==> src/rtl/pp_pipeline_accel_pkg.sv <==
// Shared definitions for the pp_pipeline_accel block: divider widths and FSM state encoding.
package pp_pipeline_accel_pkg;

  localparam int unsigned DIV_DIVIDEND_W = 22;
  localparam int unsigned DIV_DIVISOR_W  = 11;
  localparam int unsigned DIV_CNT_W      = $clog2(DIV_DIVIDEND_W);

  typedef enum logic [1:0] {
    DIV_IDLE,
    DIV_BUSY,
    DIV_DONE
  } div_state_e;

endpackage

==> src/rtl/pp_pipeline_accel_udiv_step.sv <==
// One combinational restoring-division step: shift in one dividend bit, conditionally subtract.
module pp_pipeline_accel_udiv_step #(
  parameter int unsigned DIVISOR_W = 11
) (
  input  logic [DIVISOR_W-1:0] rem_i,
  input  logic                 bit_i,
  input  logic [DIVISOR_W-1:0] divisor_i,
  output logic [DIVISOR_W-1:0] rem_o,
  output logic                 qbit_o
);

  logic [DIVISOR_W:0] t;

  always_comb begin
    t      = {rem_i, bit_i};
    qbit_o = (t >= {1'b0, divisor_i});
    // The difference always fits in DIVISOR_W bits, so the modulo subtraction is exact.
    rem_o  = qbit_o ? (t[DIVISOR_W-1:0] - divisor_i) : t[DIVISOR_W-1:0];
  end

endmodule

==> src/rtl/pp_pipeline_accel_udiv_22ns_11ns_seq.sv <==
// Iterative unsigned restoring divider, one quotient bit per cycle, valid/ready on both sides.
module pp_pipeline_accel_udiv_22ns_11ns_seq
  import pp_pipeline_accel_pkg::*;
#(
  parameter int unsigned DIVIDEND_W = DIV_DIVIDEND_W,
  parameter int unsigned DIVISOR_W  = DIV_DIVISOR_W
) (
  input  logic                  ap_clk,
  input  logic                  ap_rst_n,
  input  logic                  in_valid,
  output logic                  in_ready,
  input  logic [DIVIDEND_W-1:0] in_dividend,
  input  logic [DIVISOR_W-1:0]  in_divisor,
  output logic                  out_valid,
  input  logic                  out_ready,
  output logic [DIVIDEND_W-1:0] out_quot,
  output logic [DIVISOR_W-1:0]  out_rem,
  output logic                  out_dbz
);

  localparam int unsigned CntW = $clog2(DIVIDEND_W);

  div_state_e            state_q, state_d;
  logic [CntW-1:0]       cnt_q, cnt_d;
  logic [DIVIDEND_W-1:0] dvd_q, dvd_d;
  logic [DIVISOR_W-1:0]  dsr_q, dsr_d;
  logic [DIVISOR_W-1:0]  rem_q, rem_d;
  logic                  rdy_en_q;
  logic                  out_valid_q, out_valid_d;
  logic [DIVIDEND_W-1:0] out_quot_q, out_quot_d;
  logic [DIVISOR_W-1:0]  out_rem_q, out_rem_d;
  logic                  out_dbz_q, out_dbz_d;

  logic [DIVISOR_W-1:0]  step_rem;
  logic                  step_qbit;
  logic                  accept;

  pp_pipeline_accel_udiv_step #(
    .DIVISOR_W (DIVISOR_W)
  ) u_step (
    .rem_i     (rem_q),
    .bit_i     (dvd_q[DIVIDEND_W-1]),
    .divisor_i (dsr_q),
    .rem_o     (step_rem),
    .qbit_o    (step_qbit)
  );

  // rdy_en_q keeps in_ready low until the first edge after reset release.
  assign in_ready = rdy_en_q &&
                    ((state_q == DIV_IDLE) || ((state_q == DIV_DONE) && out_ready));
  assign accept   = in_valid && in_ready;

  always_comb begin
    state_d     = state_q;
    cnt_d       = cnt_q;
    dvd_d       = dvd_q;
    dsr_d       = dsr_q;
    rem_d       = rem_q;
    out_valid_d = out_valid_q;
    out_quot_d  = out_quot_q;
    out_rem_d   = out_rem_q;
    out_dbz_d   = out_dbz_q;

    unique case (state_q)
      DIV_IDLE: ;
      DIV_BUSY: begin
        // Quotient bits accumulate in the low end of the dividend shift register.
        rem_d = step_rem;
        dvd_d = {dvd_q[DIVIDEND_W-2:0], step_qbit};
        cnt_d = cnt_q + CntW'(1);
        if (cnt_q == CntW'(DIVIDEND_W - 1)) begin
          state_d     = DIV_DONE;
          out_valid_d = 1'b1;
          out_dbz_d   = (dsr_q == '0);
          out_quot_d  = (dsr_q == '0) ? '1 : {dvd_q[DIVIDEND_W-2:0], step_qbit};
          // With a zero divisor every step keeps t, leaving the dividend's low bits here.
          out_rem_d   = step_rem;
        end
      end
      DIV_DONE: begin
        if (out_ready) begin
          out_valid_d = 1'b0;
          state_d     = DIV_IDLE;
        end
      end
      default: state_d = DIV_IDLE;
    endcase

    if (accept) begin
      state_d = DIV_BUSY;
      cnt_d   = '0;
      dvd_d   = in_dividend;
      dsr_d   = in_divisor;
      rem_d   = '0;
    end
  end

  always_ff @(posedge ap_clk or negedge ap_rst_n) begin
    if (!ap_rst_n) begin
      state_q     <= DIV_IDLE;
      cnt_q       <= '0;
      dvd_q       <= '0;
      dsr_q       <= '0;
      rem_q       <= '0;
      rdy_en_q    <= 1'b0;
      out_valid_q <= 1'b0;
      out_quot_q  <= '0;
      out_rem_q   <= '0;
      out_dbz_q   <= 1'b0;
    end else begin
      state_q     <= state_d;
      cnt_q       <= cnt_d;
      dvd_q       <= dvd_d;
      dsr_q       <= dsr_d;
      rem_q       <= rem_d;
      rdy_en_q    <= 1'b1;
      out_valid_q <= out_valid_d;
      out_quot_q  <= out_quot_d;
      out_rem_q   <= out_rem_d;
      out_dbz_q   <= out_dbz_d;
    end
  end

  assign out_valid = out_valid_q;
  assign out_quot  = out_quot_q;
  assign out_rem   = out_rem_q;
  assign out_dbz   = out_dbz_q;

endmodule
==> config.mk <==
export PLATFORM = sky130hd
export DESIGN_NAME = pp_pipeline_accel_udiv_22ns_11ns_seq
export DESIGN_NICKNAME = d
export VERILOG_FILES = /design/src/rtl/pp_pipeline_accel_pkg.sv /design/src/rtl/pp_pipeline_accel_udiv_step.sv /design/src/rtl/pp_pipeline_accel_udiv_22ns_11ns_seq.sv
export SDC_FILE = /design/constraint.sdc
export NUM_CORES = 1
export LEC_CHECK = 0
export CAP_MARGIN = 40
export CORE_AREA = 2 2 91 110
export DETAILED_ROUTE_END_ITERATION = 8
export DIE_AREA = 0 0 93 112
export DONT_BUFFER_PORTS = 1
export PLACE_DENSITY_LB_ADDON = 0.1
export SLEW_MARGIN = 10
export SYNTH_ARGS = -nofsm -noshare
export SYNTH_HDL_FRONTEND = slang
export SYNTH_SLANG_ARGS = --single-unit
==> constraint.sdc <==
create_clock -name ap_clk -period 7.35 [get_ports ap_clk]
set_input_delay 1.47 -clock ap_clk [delete_from_list [all_inputs] [get_ports ap_clk]]
set_output_delay 1.47 -clock ap_clk [all_outputs]
set_load 0.005 [all_outputs]
---- Yosys cells after proc, flatten, opt, wreduce, memory -nomap -nowiden ----
Cells that the tools add are included.
word-level totals
  register bits after elaboration ......... 87
  input bits .............................. 37
  word-level logic and storage cells ...... 47
cells by class
  add/sub/neg operators ................... 2
  $lt $le $gt $ge ......................... 1
  equality and inequality tests ........... 8
  multiplexer cells ....................... 15
  reductions and logical operators ........ 11
operators with widths
  kind                                                  count
  two-way mux 22 bit                                    3
  two-way mux 11 bit                                    3
  greater-or-equal comparator 12 x 11 -> 1 bit          1
  zero test 11 bit                                      1
  subtractor 11 bit                                     1
  two-way mux 5 bit                                     2
  two-way mux 2 bit                                     3
  != test 2 bit (second input constant)                 3
  != test 3 bit (second input constant)                 2
  case mux 2 bit (3 select lines)                       1
  AND reduction 3 bit                                   2
  adder 5 x 1 -> 5 bit (second input constant)          1
  equality test 5 bit (second input constant)           1
  nonzero test 2 bit                                    2
  logical AND 1 bit                                     3
  equality test 2 x 1 -> 1 bit (second input constant)  1
  equality test 2 bit (second input constant)           1
  zero test 2 bit                                       1
  two-way mux 1 bit                                     2
  case mux 1 bit (2 select lines)                       1
  AND reduction 2 bit                                   1
  logical OR 1 bit                                      1

---- Logic depth before layout (Yosys ltp) ----
  depth in word-level cells ............... 7
  depth in mapped cells ................... 11
  depth with buffers taken out ............ 10

---- Cells and area by module ----
From an unflattened synthesis, not the netlist that was laid out.
second synthesis, totals
  cells, all modules ...................... 402
  area total of the unflattened synthesis .. 4388.0 um2
modules (own cells, without submodules)
  module                                instances  cells an instance  area each (um2)
  pp_pipeline_accel_udiv_22ns_11ns_seq  1          292                3633.5
  pp_pipeline_accel_udiv_step           1          110                754.5

---- Worst setup path after synthesis ----
Ideal clock, no wire load.
  kind .................................... input to output
  from .................................... input out_ready
  to ...................................... output in_ready
  arrival time ............................ 1.800 ns
  required time ........................... 5.880 ns
  setup slack ............................. 4.080 ns
  cell stages on the path ................. 2
  path buffers ............................ 0
  cells stage by stage .................... nor2b_1 -> nor3b_1
on the way
  longest elaborated chain between the ends .. 3
RTL lines
  element            line                                        text
  start, declared    pp_pipeline_accel_udiv_22ns_11ns_seq.sv:15  input logic out_ready,
  logical AND 1 bit  pp_pipeline_accel_udiv_22ns_11ns_seq.sv:50  ((state_q == DIV_IDLE) || ((state_q == DIV_DONE) && out_ready));
  logical OR 1 bit   pp_pipeline_accel_udiv_22ns_11ns_seq.sv:50
  logical AND 1 bit  pp_pipeline_accel_udiv_22ns_11ns_seq.sv:49  assign in_ready = rdy_en_q &&
  end, declared      pp_pipeline_accel_udiv_22ns_11ns_seq.sv:11  output logic in_ready,
No other way between the ends.

---- Final worst setup path ----
Ends and elaborated chain as after synthesis.

==> flow_summary.toml <==
[power]
total_power_uw = 2440
peakVddDrop_mv = 0.221
p_leak_uw = 0.00220
power_density_nw_per_um2 = 531

[global_route]
grt_overflow = 0
grt_max_degree = 88
antenna_found_initial = 0
grtUsageTotal_pct = 19.6
grt_first_pass_wirelength_um = 15900
grt_pass1_vias = 3117

[setup_path]
critPathCaptureType = "output port"
cp-startpoint = "out_ready"
r2r_start = "dsr_q[0]$_DFFE_PN0P_"
rrSetupSlack_ns = 4.59
worstPathCellList = "nor2b_1, nor3b_1"
critical_path.reg2reg.endpoint = "out_rem[1]$_DFFE_PN0P_"
crit_cells = 2
path_max_fanout = 3
critPathBufInv = 0
timing.critical_path.required_ns = 5.88
criticalPathCategory = "in -> out"
crit_family = "simple AND/OR/NAND/NOR gates"
cp-start-kind = "primary input"
reg2reg_depth = 10
cp_slowest_stage_delay_ns = 0.34
arrival_ns = 1.84
worstSetupEndpoint = "in_ready"
cp_slowest_cell = "nor3b_1"

[min_path]
hp-start = "out_quot[19]$_DFFE_PN0P_"
min_path_type = "reg -> reg"

[cts]
cts_sinks = 87
clock_latency_ns = 0.34
cts_setup_buffers = 0
clkTransAtPathRegs_ns = 0.07
clock-root-buffer = "clkbuf_16"
cts-htree-levels = 3
cts-resized-gates = 0
clockBufferDepth = 2
cts_tree = "done"
hold_buffers = 0
numCtsBuffers = 9

[yosys]
ys_types = 46
syn_area_um2 = 4100
synth_nets = 494
yosysSeqAreaShare_pct = 53.1
ys_seq_elements = 87
postSynthAreaPerCell_um2 = 9.26
netlist_instances = 443
synth_edf_count = 0
synthFlopType = "dfrtp_1"
yosys_warnings = 0
async_reset_ff_share_pct = 100

[detailed_routing]
wl_per_cell_um = 16.9
route.detailed.drc = 0
dr.pass1.iters = 5
vias = 3062
via_per_inst = 5.39
wirelength_um = 9570
drt_iter0_markers = 108
detail-route-antenna-nets = 0

[timing]
setup-violations-final = 0
period_needed_ns = 3.31
slew_viol_final = 0
fmax_mhz = 302
tns_ns = 0
skew_ns = 0.00879
finalHoldViolCount = 0
slew_headroom_pct = 56.0
worst_pin_slew_ns = 0.658
rsz0062_at_grt = "false"
min_period_over_period_pct = 45.0

[layout]
layout-drive-gt1-share_pct = 6.74
antenna_cells = 0
postLayoutCellArea_um2 = 4590
area_growth_pct = 12.0
nets = 491
regArea_um2 = 2180
n_fill_cell = 894
multiInputGateArea_um2 = 1780

[outcome]
status = "finished, final reports clean"

[floorplanning]
io_pins = 73
row_count = 39
die-area_um2 = 10400
dieHeight_um = 112
die_w_um = 93
start_util_pct = 43.8
coreArea_um2 = 9370

[place]
place_hpwl_um = 6530
numPortBuffers = 0
place.gp.congestion = 0.820
placed_area_um2 = 4240

[job]
drv_cap = 0
## placed cells by master, fill, tap and decap left out, types with 3 or more instances in the layout
| cell | instances |
|---|---|
| nand2b_1 | 3 |
| nand2_1 | 117 |
| o21a_1 | 3 |
| ha_1 | 13 |
| buf_4 | 6 |
| dfrtp_1 | 87 |
| xnor2_1 | 6 |
| a31oi_1 | 4 |
| a22oi_1 | 21 |
| nor2_1 | 23 |
| xor2_1 | 3 |
| bufinv_16 | 3 |
| inv_1 | 16 |
| o21ai_0 | 36 |
| nand3_1 | 14 |
| nor2b_1 | 3 |
| clkbuf_16 | 9 |
| a21oi_1 | 6 |
| o21ai_1 | 20 |
| mux2i_1 | 9 |
| nor3_1 | 5 |
## stage by stage
step | setup WS (ns) | instances | utilization [%] | hold slack (ns)
4_1_cts | 4.03 | 568 | 49.0 | 0.501
3_3_place_gp | 4.04 | 550 | 45.0 | 0.481
5_1_grt | 4.01 | 568 | 49.0 | 0.521
6_report | 4.04 | 568 | 49.0 | 0.496
3_5_place_dp | 4.03 | 552 | 45.2 | 0.484
2_1_floorplan | 4.08 | 443 | - | 0.463
## final cells by class
cell class                 count  share of cell area, %
clock inverter                 6                   2.51
multi-input combinational    318                   38.7
clock buffer                  10                   5.20
sequential                    87                   47.4
tap                          123                   3.35
inverter                      16                   1.31
timing repair buffer           8                   1.55
## flip-flops by register name (all words and copies together) (netlist names)
signal and count:
cnt_q 5, dsr_q 11, dvd_q 22, out_dbz 1, out_quot 22, out_rem 11, out_valid 1, rdy_en_q 1
rem_q 11, state_q 2
## cell families after synthesis
logic type	synth area share, %
AOI/OAI and AO/OA	16.0
DFF	53.1
xor gates and xnor gates	1.92
and+or+nand+nor	17.9
buffers and inverters	3.84
other	0.0914
muxes	2.74
adders and majority gates	4.45
## routing by layer
metal  vias to the layer above  share of wire [%]  global-route usage [%]
met5                         -                  0                       0
met4                         0                1.7                    6.57
met3                         9                5.0                    5.62
met2                        55                 52                    34.1
met1                      1491                 41                    23.2
li1                       1507                  -                       -
## worst min path at each step
stage | to | cells past startpoint | slack [ns]
2_1_floorplan | out_quot[0]$_DFFE_PN0P_ | 2 | 0.46
4_1_cts | dvd_q[18]$_DFFE_PN0P_ | 2 | 0.50
3_3_place_gp | dvd_q[18]$_DFFE_PN0P_ | 2 | 0.48
3_5_place_dp | dvd_q[18]$_DFFE_PN0P_ | 2 | 0.48
5_1_grt | dvd_q[17]$_DFFE_PN0P_ | 2 | 0.52
6_report | out_quot[19]$_DFFE_PN0P_ | 2 | 0.50
## synth_stat cells, types with 2 or more instances
| master | number | share of area [%] |
|---|---|---|
| nor2b_1 | 3 | 0.46 |
| a31oi_1 | 4 | 0.61 |
| ha_1 | 13 | 4.0 |
| o21ai_0 | 36 | 4.4 |
| nand3_1 | 14 | 1.7 |
| o21a_1 | 3 | 0.55 |
| nand2b_1 | 3 | 0.46 |
| nor3_1 | 5 | 0.61 |
| buf_2 | 6 | 0.73 |
| nor2_1 | 24 | 2.2 |
| a21oi_1 | 6 | 0.73 |
| inv_1 | 16 | 1.5 |
| nand4_1 | 2 | 0.30 |
| o21ai_1 | 20 | 2.4 |
| a22oi_1 | 21 | 3.8 |
| xor2_1 | 3 | 0.64 |
| nand2_1 | 117 | 11 |
| xnor2_1 | 6 | 1.3 |
| clkbuf_1 | 15 | 1.4 |
| dfrtp_1 | 87 | 53 |
| o31ai_1 | 2 | 0.37 |
| nor4_1 | 3 | 0.46 |
| a21o_1 | 2 | 0.37 |
| mux2_2 | 2 | 0.55 |
| mux2i_1 | 9 | 2.2 |
## power by group
part,total (µW),internal [µW],switching (µW)
Clock,538,343,194
Combinational,1050,456,596
Sequential,849,688,161
Note: power is estimated with default switching activity, not from simulation.
